File: src/rtl/leitor_matricula.sv
// leitor_matricula: plate-capture and barrier sequencer.
//   Collects six 4-bit plate characters (one per Dig_Valid strobe), latches the
//   day code with the first character, presents A..F/Dia to the opening block
//   for one settling cycle (Matr_Pronta), then samples Barreira/MatrVal and
//   either drives Abrir for OPEN_CYCLES cycles or pulses Rejeitada/Invalida.
//   An inter-digit gap of TIMEOUT_CYCLES idle cycles aborts capture with Erro.
// Ports:
//   Clk, Reset_n (sync, active-low)  Dig_In[3:0], Dig_Valid, Dia_In[2:0]
//   A..F[3:0], Dia[2:0], Matr_Pronta  Barreira, MatrVal
//   Abrir, Ocupado, Rejeitada, Invalida, Erro (all registered)
module leitor_matricula #(
  parameter int unsigned OPEN_CYCLES    = 50,
  parameter int unsigned TIMEOUT_CYCLES = 200
) (
  input  logic       Clk,
  input  logic       Reset_n,
  input  logic [3:0] Dig_In,
  input  logic       Dig_Valid,
  input  logic [2:0] Dia_In,
  output logic [3:0] A,
  output logic [3:0] B,
  output logic [3:0] C,
  output logic [3:0] D,
  output logic [3:0] E,
  output logic [3:0] F,
  output logic [2:0] Dia,
  output logic       Matr_Pronta,
  input  logic       Barreira,
  input  logic       MatrVal,
  output logic       Abrir,
  output logic       Ocupado,
  output logic       Rejeitada,
  output logic       Invalida,
  output logic       Erro
);

  localparam int unsigned TMAX = (OPEN_CYCLES > TIMEOUT_CYCLES) ? OPEN_CYCLES : TIMEOUT_CYCLES;
  localparam int unsigned TW   = $clog2(TMAX + 1);

  typedef enum logic [2:0] {
    S_IDLE,
    S_CAPTURE,
    S_CHECK,
    S_OPEN,
    S_REJECT
  } state_e;

  state_e          state_q, state_d;
  logic [3:0]      dig_q [6];
  logic [3:0]      dig_d [6];
  logic [2:0]      dia_q, dia_d;
  logic [2:0]      count_q, count_d;
  logic [TW-1:0]   timer_q, timer_d;
  logic            erro_d, inval_d;
  logic            matr_q, abrir_q, ocupado_q, rej_q, inval_q, erro_q;

  always_comb begin
    state_d = state_q;
    dig_d   = dig_q;
    dia_d   = dia_q;
    count_d = count_q;
    timer_d = timer_q;
    erro_d  = 1'b0;
    inval_d = 1'b0;
    case (state_q)
      S_IDLE: begin
        if (Dig_Valid) begin
          dig_d[0] = Dig_In;
          dia_d    = Dia_In;
          count_d  = 3'd1;
          timer_d  = '0;
          state_d  = S_CAPTURE;
        end
      end
      S_CAPTURE: begin
        // A strobe always wins over the timeout, even on the expiry cycle.
        if (Dig_Valid) begin
          dig_d[count_q] = Dig_In;
          count_d        = count_q + 3'd1;
          timer_d        = '0;
          if (count_q == 3'd5) state_d = S_CHECK;
        end else if (timer_q == TW'(TIMEOUT_CYCLES - 1)) begin
          erro_d = 1'b1;
          for (int unsigned i = 0; i < 6; i++) dig_d[i] = '0;
          dia_d   = '0;
          count_d = '0;
          timer_d = '0;
          state_d = S_IDLE;
        end else begin
          timer_d = timer_q + TW'(1);
        end
      end
      S_CHECK: begin
        if (Barreira) begin
          timer_d = '0;
          state_d = S_OPEN;
        end else begin
          inval_d = ~MatrVal;
          state_d = S_REJECT;
        end
      end
      S_OPEN: begin
        if (timer_q == TW'(OPEN_CYCLES - 1)) begin
          timer_d = '0;
          state_d = S_IDLE;
        end else begin
          timer_d = timer_q + TW'(1);
        end
      end
      S_REJECT: state_d = S_IDLE;
      default:  state_d = S_IDLE;
    endcase
  end

  // Output flags are registered from the next state so they align with it.
  always_ff @(posedge Clk) begin
    if (!Reset_n) begin
      state_q   <= S_IDLE;
      for (int unsigned i = 0; i < 6; i++) dig_q[i] <= '0;
      dia_q     <= '0;
      count_q   <= '0;
      timer_q   <= '0;
      matr_q    <= 1'b0;
      abrir_q   <= 1'b0;
      ocupado_q <= 1'b0;
      rej_q     <= 1'b0;
      inval_q   <= 1'b0;
      erro_q    <= 1'b0;
    end else begin
      state_q   <= state_d;
      dig_q     <= dig_d;
      dia_q     <= dia_d;
      count_q   <= count_d;
      timer_q   <= timer_d;
      matr_q    <= (state_d == S_CHECK);
      abrir_q   <= (state_d == S_OPEN);
      ocupado_q <= (state_d != S_IDLE);
      rej_q     <= (state_d == S_REJECT);
      inval_q   <= inval_d;
      erro_q    <= erro_d;
    end
  end

  assign A           = dig_q[0];
  assign B           = dig_q[1];
  assign C           = dig_q[2];
  assign D           = dig_q[3];
  assign E           = dig_q[4];
  assign F           = dig_q[5];
  assign Dia         = dia_q;
  assign Matr_Pronta = matr_q;
  assign Abrir       = abrir_q;
  assign Ocupado     = ocupado_q;
  assign Rejeitada   = rej_q;
  assign Invalida    = inval_q;
  assign Erro        = erro_q;

endmodule

File: config.mk
export PLATFORM = sky130hd
export DESIGN_NAME = leitor_matricula
export DESIGN_NICKNAME = d
export VERILOG_FILES = /design/src/rtl/leitor_matricula.sv
export SDC_FILE = /design/constraint.sdc
export NUM_CORES = 1
export LEC_CHECK = 0
export CORE_MARGIN = 2
export CORE_UTILIZATION = 50
export CTS_CLUSTER_DIAMETER = 80
export CTS_CLUSTER_SIZE = 40
export DETAILED_ROUTE_END_ITERATION = 16
export PLACE_DENSITY = 0.75
export SLEW_MARGIN = 10
export SYNTH_ARGS = -nofsm -noshare
export SYNTH_HDL_FRONTEND = slang
export SYNTH_SLANG_ARGS = --single-unit
File: constraint.sdc
create_clock -name Clk -period 3.45 [get_ports Clk]
set_input_delay 0.69 -clock Clk [delete_from_list [all_inputs] [get_ports Clk]]
set_output_delay 0.69 -clock Clk [all_outputs]
set_load 0.02 [all_outputs]
# Word level (Yosys, flattened, before mapping)

Index checks and enable logic that the tools add are counted.

Register bits: 47
Latch bits: 0
Bits in writable memories: 0
Memory bits (read-only): 0
Input port bits: 12
Output and inout port bits: 33
Logic and storage cells: 79
Memories: 0

Add/subtract/negate cells: 2
Multipliers: 0
Divide/modulo/power cells: 0
$lt $le $gt $ge: 2
Eq/ne operators: 14
Shift-type cells: 0
Muxes and demuxes: 28
Bitwise operators: 5
Reduce and logical (&&, ||, !) cells: 12

Operator list:

| operator                                                    | number |
|---|---|
| 2-to-1 mux 24 bit                                           | 2 |
| 2-to-1 mux 8 bit                                            | 5 |
| 2-to-1 mux 3 bit                                            | 11 |
| one-hot mux 8 bit (4 select lines)                          | 1 |
| bitwise mux 24 bit                                          | 1 |
| demux 4 bit (select 3 bit)                                  | 1 |
| equality test 3 x 2 -> 1 bit (second input constant)        | 4 |
| one-hot mux 3 bit (2 select lines)                          | 2 |
| one-hot mux 3 bit (4 select lines)                          | 1 |
| adder 8 x 1 -> 8 bit (second input constant)                | 1 |
| equality test 8 x 6 -> 1 bit (second input constant)        | 1 |
| equality test 8 bit (second input constant)                 | 1 |
| 2-to-1 mux 4 bit                                            | 2 |
| inequality test 2 bit (second input constant)               | 4 |
| one-hot mux 4 bit (2 select lines)                          | 1 |
| equality test 3 bit (second input constant)                 | 2 |
| AND reduction 3 bit                                         | 2 |
| OR reduction 3 bit                                          | 2 |
| greater-or-equal comparator 4 bit (second input constant)   | 1 |
| less-than comparator 4 x 1 -> 1 bit (second input constant) | 1 |
| inverter 1 bit                                              | 4 |
| inverter 3 -> 4 bit                                         | 1 |
| AND reduction 4 bit                                         | 1 |
| nonzero test 2 bit                                          | 2 |
| other kinds (9)                                             | 9 |

# Longest topological paths before layout

Depth in word-level cells: 8
Gate-level depth with buffers: 6
Depth with buffers taken out: 6

# Least setup slack after synthesis

No wires, ideal clock.

Path kind: input to register
From: input port Dig_Valid
To: register dig_q, in the netlist A[1]
Library setup time: 0.070 ns
Arrival: 1.906 ns
Required time: 3.380 ns
Setup slack: 1.473 ns
Stages: 5
Path buffers: 1
Cells stage by stage: buf_6 -> or4b_4 -> a2111oi_4 -> a22oi_1 -> a21oi_1

Word-level cells in the longest chain between the ends: 2
Elaborated cells between the ends (all ways): 5
Classes of those cells: 2 x eq/ne; 2 x mux; 1 x reduce/logical

RTL lines:

| what                                                                                       | RTL line | text |
|---|---|---|
| from (decl)                                                                                | 18       | `input logic Dig_Valid,` |
| inequality test 3 bit (no line) (tied with other cells)                                    | --       |  |
| AND reduction 3 bit (no line) / one-hot mux 4 bit (2 select lines) (equally long branches) | --       |  |
| to (signal assigned)                                                                       | 131      | `dig_q <= dig_d;` |
| to (decl)                                                                                  | 49       | `logic [3:0] dig_q [6];` |

Several ways; a longest one is shown, not always the timed one.
A chain may end at the register's enable or synchronous reset.

# Final worst setup path

From: input port Dig_Valid
To: register dig_q, in the netlist C[2]

Word-level cells in the longest chain between the ends: 2
Elaborated cells between the ends (all ways): 3
Classes of those cells: 1 x mux; 2 x reduce/logical

RTL lines:

| what |
|---|
| nonzero test 2 bit (no line) |
| AND reduction 2 bit (no line) |

Several ways; a longest one is shown, not always the timed one.

==> results.sh <==
export IMPL_start_util=0.5255
export IMPL_antenna_found_initial=0
export IMPL_n_antenna_cell=0
export IMPL_drive_gt1_frac=0.06463
export IMPL_cp_num_buf_inv=2
export IMPL_fin_crit_sh=0.6393
export IMPL_fp_dieArea_um2=4771
export IMPL_num_vias=1994
export IMPL_p_int_uw=838.7
export IMPL_cts_sinks=47
export IMPL_setup_viol=0
export IMPL_crit_path_end_kind="register"
export IMPL_clkLatencyLatePin_ps=310
export IMPL_synth_most_common_cell="dfxtp_1"
export IMPL_routed_wirelength_um=5022
export IMPL_cts_setup_buffers=0
export IMPL_nets=309
export IMPL_tns_ps=0
export IMPL_hold_slack_ps=477.2
export IMPL_clk_pin_slew_worst_paths_ps=100
export IMPL_synthCells=252
export IMPL_synth_distinct_cells=40
export IMPL_tightest_slew_ps=932.7
export IMPL_gr_usage_all_layers=0.2120
export IMPL_ys_seq_area_frac=0.4444
export IMPL_die_w_um=69.07
export IMPL_yosys_warnings=0
export IMPL_synth_top_family_by_area="simple AND/OR/NAND/NOR gates"
export IMPL_core_um2=4029
export IMPL_dpl_hpwl_um=3454
export IMPL_fmax_mhz=453.4
export IMPL_p_sw_uw=300.5
export IMPL_synth_xor_area_frac=0
export IMPL_antenna_left=0
export IMPL_muxShareOfSynthArea=0
export IMPL_arrival_ps=2380
export IMPL_drtIter0Drc=191
export IMPL_gp_congestion=0.8346
export IMPL_path_cells="clkdlybuf4s50_1 > buf_4 > nand3b_1 > a21oi_1 > o22ai_1"
export IMPL_startpoint_type="primary input"
export IMPL_yosysTopAreaCell="dfxtp_1"
export IMPL_crit_cells=5
export IMPL_synth_compound_area_frac=0.2364
export IMPL_drc=0
export IMPL_grt_overflow_total=0
export IMPL_syn_area_um2=2117
export IMPL_clkPwrFrac=0.361
export IMPL_htree_levels=2
export IMPL_relSlewSlack=0.3745
export IMPL_tritoncts="built"
export IMPL_cts_buffers=5
export IMPL_hold_violations=0
export IMPL_cp_slowest_cell="a21oi_1"
export IMPL_clock_skew_ps=12.95
export IMPL_grt_pass1_vias=1801
export IMPL_sw_frac_of_total=0.2638
export IMPL_ys_ff_latch=47
export IMPL_setup_slack_ps=1244
export IMPL_clockBufferDepth=2
export IMPL_wl_per_cell_um=14.60
export IMPL_grt_max_degree=28
export IMPL_num_io_pins=45
export IMPL_io_buffers=44
export IMPL_crit_family="buffers and inverters"
export IMPL_p_leak_nw=0.9341
export IMPL_via_per_inst=5.797
export IMPL_seqPwrFrac=0.504
export IMPL_outcome="finished clean"
export IMPL_synth_area_leaders="dfxtp_1 (44%), o22ai_1 (7.1%), nand2_1 (6.6%)"
export IMPL_synth_edf_count=0
export IMPL_cts_hold_buf=0
export IMPL_period_needed_ps=2206
export IMPL_first_pass_iters=4
export IMPL_synthSimpleGateAreaFrac=0.2435
export IMPL_drv_cap=0
export IMPL_synth_common_cells="dfxtp_1 (47), nand2_1 (37), a21oi_1 (27)"
export IMPL_crit_type="primary input to register"
export IMPL_dpl_worst_slack_ps=904.0
export IMPL_maxSlewViolCount=0
export IMPL_min_delay_path_depth=2
export IMPL_rsz0062_at_grt="false"
export IMPL_ctsRootBufferMaster="clkbuf_8"
export IMPL_cp_required_ps=3630
export IMPL_worst_r2r_cell_count=5
export IMPL_hp_class="register to register"
export IMPL_ys_async_sr_fraction=0
export IMPL_syn_mean_instance_area_um2=8.401
export IMPL_fp_row_count=23
export IMPL_grt_first_pass_wirelength_um=8355
export IMPL_die_y_um=69.07
export IMPL_ctsResizeCount=0
export IMPL_synth_fa_ha_area_frac=0.02364
export IMPL_final_fill_count=354
export IMPL_comb_power_share=0.135
export IMPL_synth_ff_type="dfxtp_1"
export IMPL_cp_max_fo=18
export IMPL_critPathMaxStageDelay_ps=450
export IMPL_syn_to_final_growth_pct=26.89
export IMPL_synth_top_area_frac=0.4444
export IMPL_ir_drop_v=0.0002019
export IMPL_syn_num_nets=268
export IMPL_powerDensity_nw_per_um2=424.1
==> worst register-to-register path, cell delays in order, from the launching register on <==
cell      delay, ps
dfxtp_1         400
ha_1            230
and4b_1         330
nand3b_1        380
a21oi_1         460
o22ai_1         150
==> kinds of logic after synthesis <==
group | Yosys count
flip-flops | 47
AO/OA/AOI/OAI | 76
adder cells (fa/ha/maj) | 4
buffers and inverters | 23
AND/OR/NAND/NOR | 102
==> final timing paths <==
kind	startpoint	to	slack (ps)
max	Dig_Valid	C[2]	1240
min	F[0]	F[0]	480
max reg2reg	timer_q[0]	C[2]	1380
min reg2reg	F[0]	F[0]	480
==> per-layer routing <==
layer	vias to the layer above	part of all wire	global-route usage
met5	-	0	0
li1	997	-	-
met1	918	0.47	0.2982
met3	10	0.069	0.04971
met4	0	0.018	0.07190
met2	69	0.44	0.3194
==> layout make-up <==
type	instances	area (um^2)	area share
flip-flops and latches	47	940.9	0.3503
inverters	9	33.78	0.01258
well taps	50	62.56	0.02329
repair buffers	48	470.5	0.1751
clock inverters	3	43.79	0.01630
multi-input cells	182	1066	0.3968
clock buffers	5	68.82	0.02562
==> through the flow <==
step	area (um^2)	utilization	std cells	power, mW
2_1_floorplan	2117	-	252	0.6818
3_3_place_gp	2574	0.6388	336	0.7370
3_5_place_dp	2574	0.6388	336	0.7385
4_1_cts	2686	0.6668	344	1.145
5_1_grt	2686	0.6668	344	1.185
6_report	2686	0.6668	344	1.139
==> sequential cells by signal, summed over array words and instances (netlist names), 3 cells and up <==
signal	cells
Dia	3
F	4
count_q	3
timer_q	8
D	4
E	4
C	4
A	4
state_q	3
B	4
==> power by group through the flow <==
stage	registers, mW	logic (mW)	clock network [mW]
2_1_floorplan	0.592	0.0901	0
3_3_place_gp	0.585	0.152	0
3_5_place_dp	0.586	0.153	0
4_1_cts	0.573	0.153	0.418
5_1_grt	0.576	0.168	0.441
6_report	0.574	0.154	0.412
==> cells in the final DEF, fill, tap and decap left out, drive strengths merged, types with 4 or more instances in the layout <==
master and n:
nand2 37, nand3 20, o22ai 24, nor3 5
buf 4, ha 4, clkbuf 5, dfxtp 47
nor2 14, a311oi 5, a22oi 4, inv 9
o21ai 5, clkdlybuf4s50 44, a21oi 27, nor2b 5
Note: power is estimated with default switching activity, not from simulation.
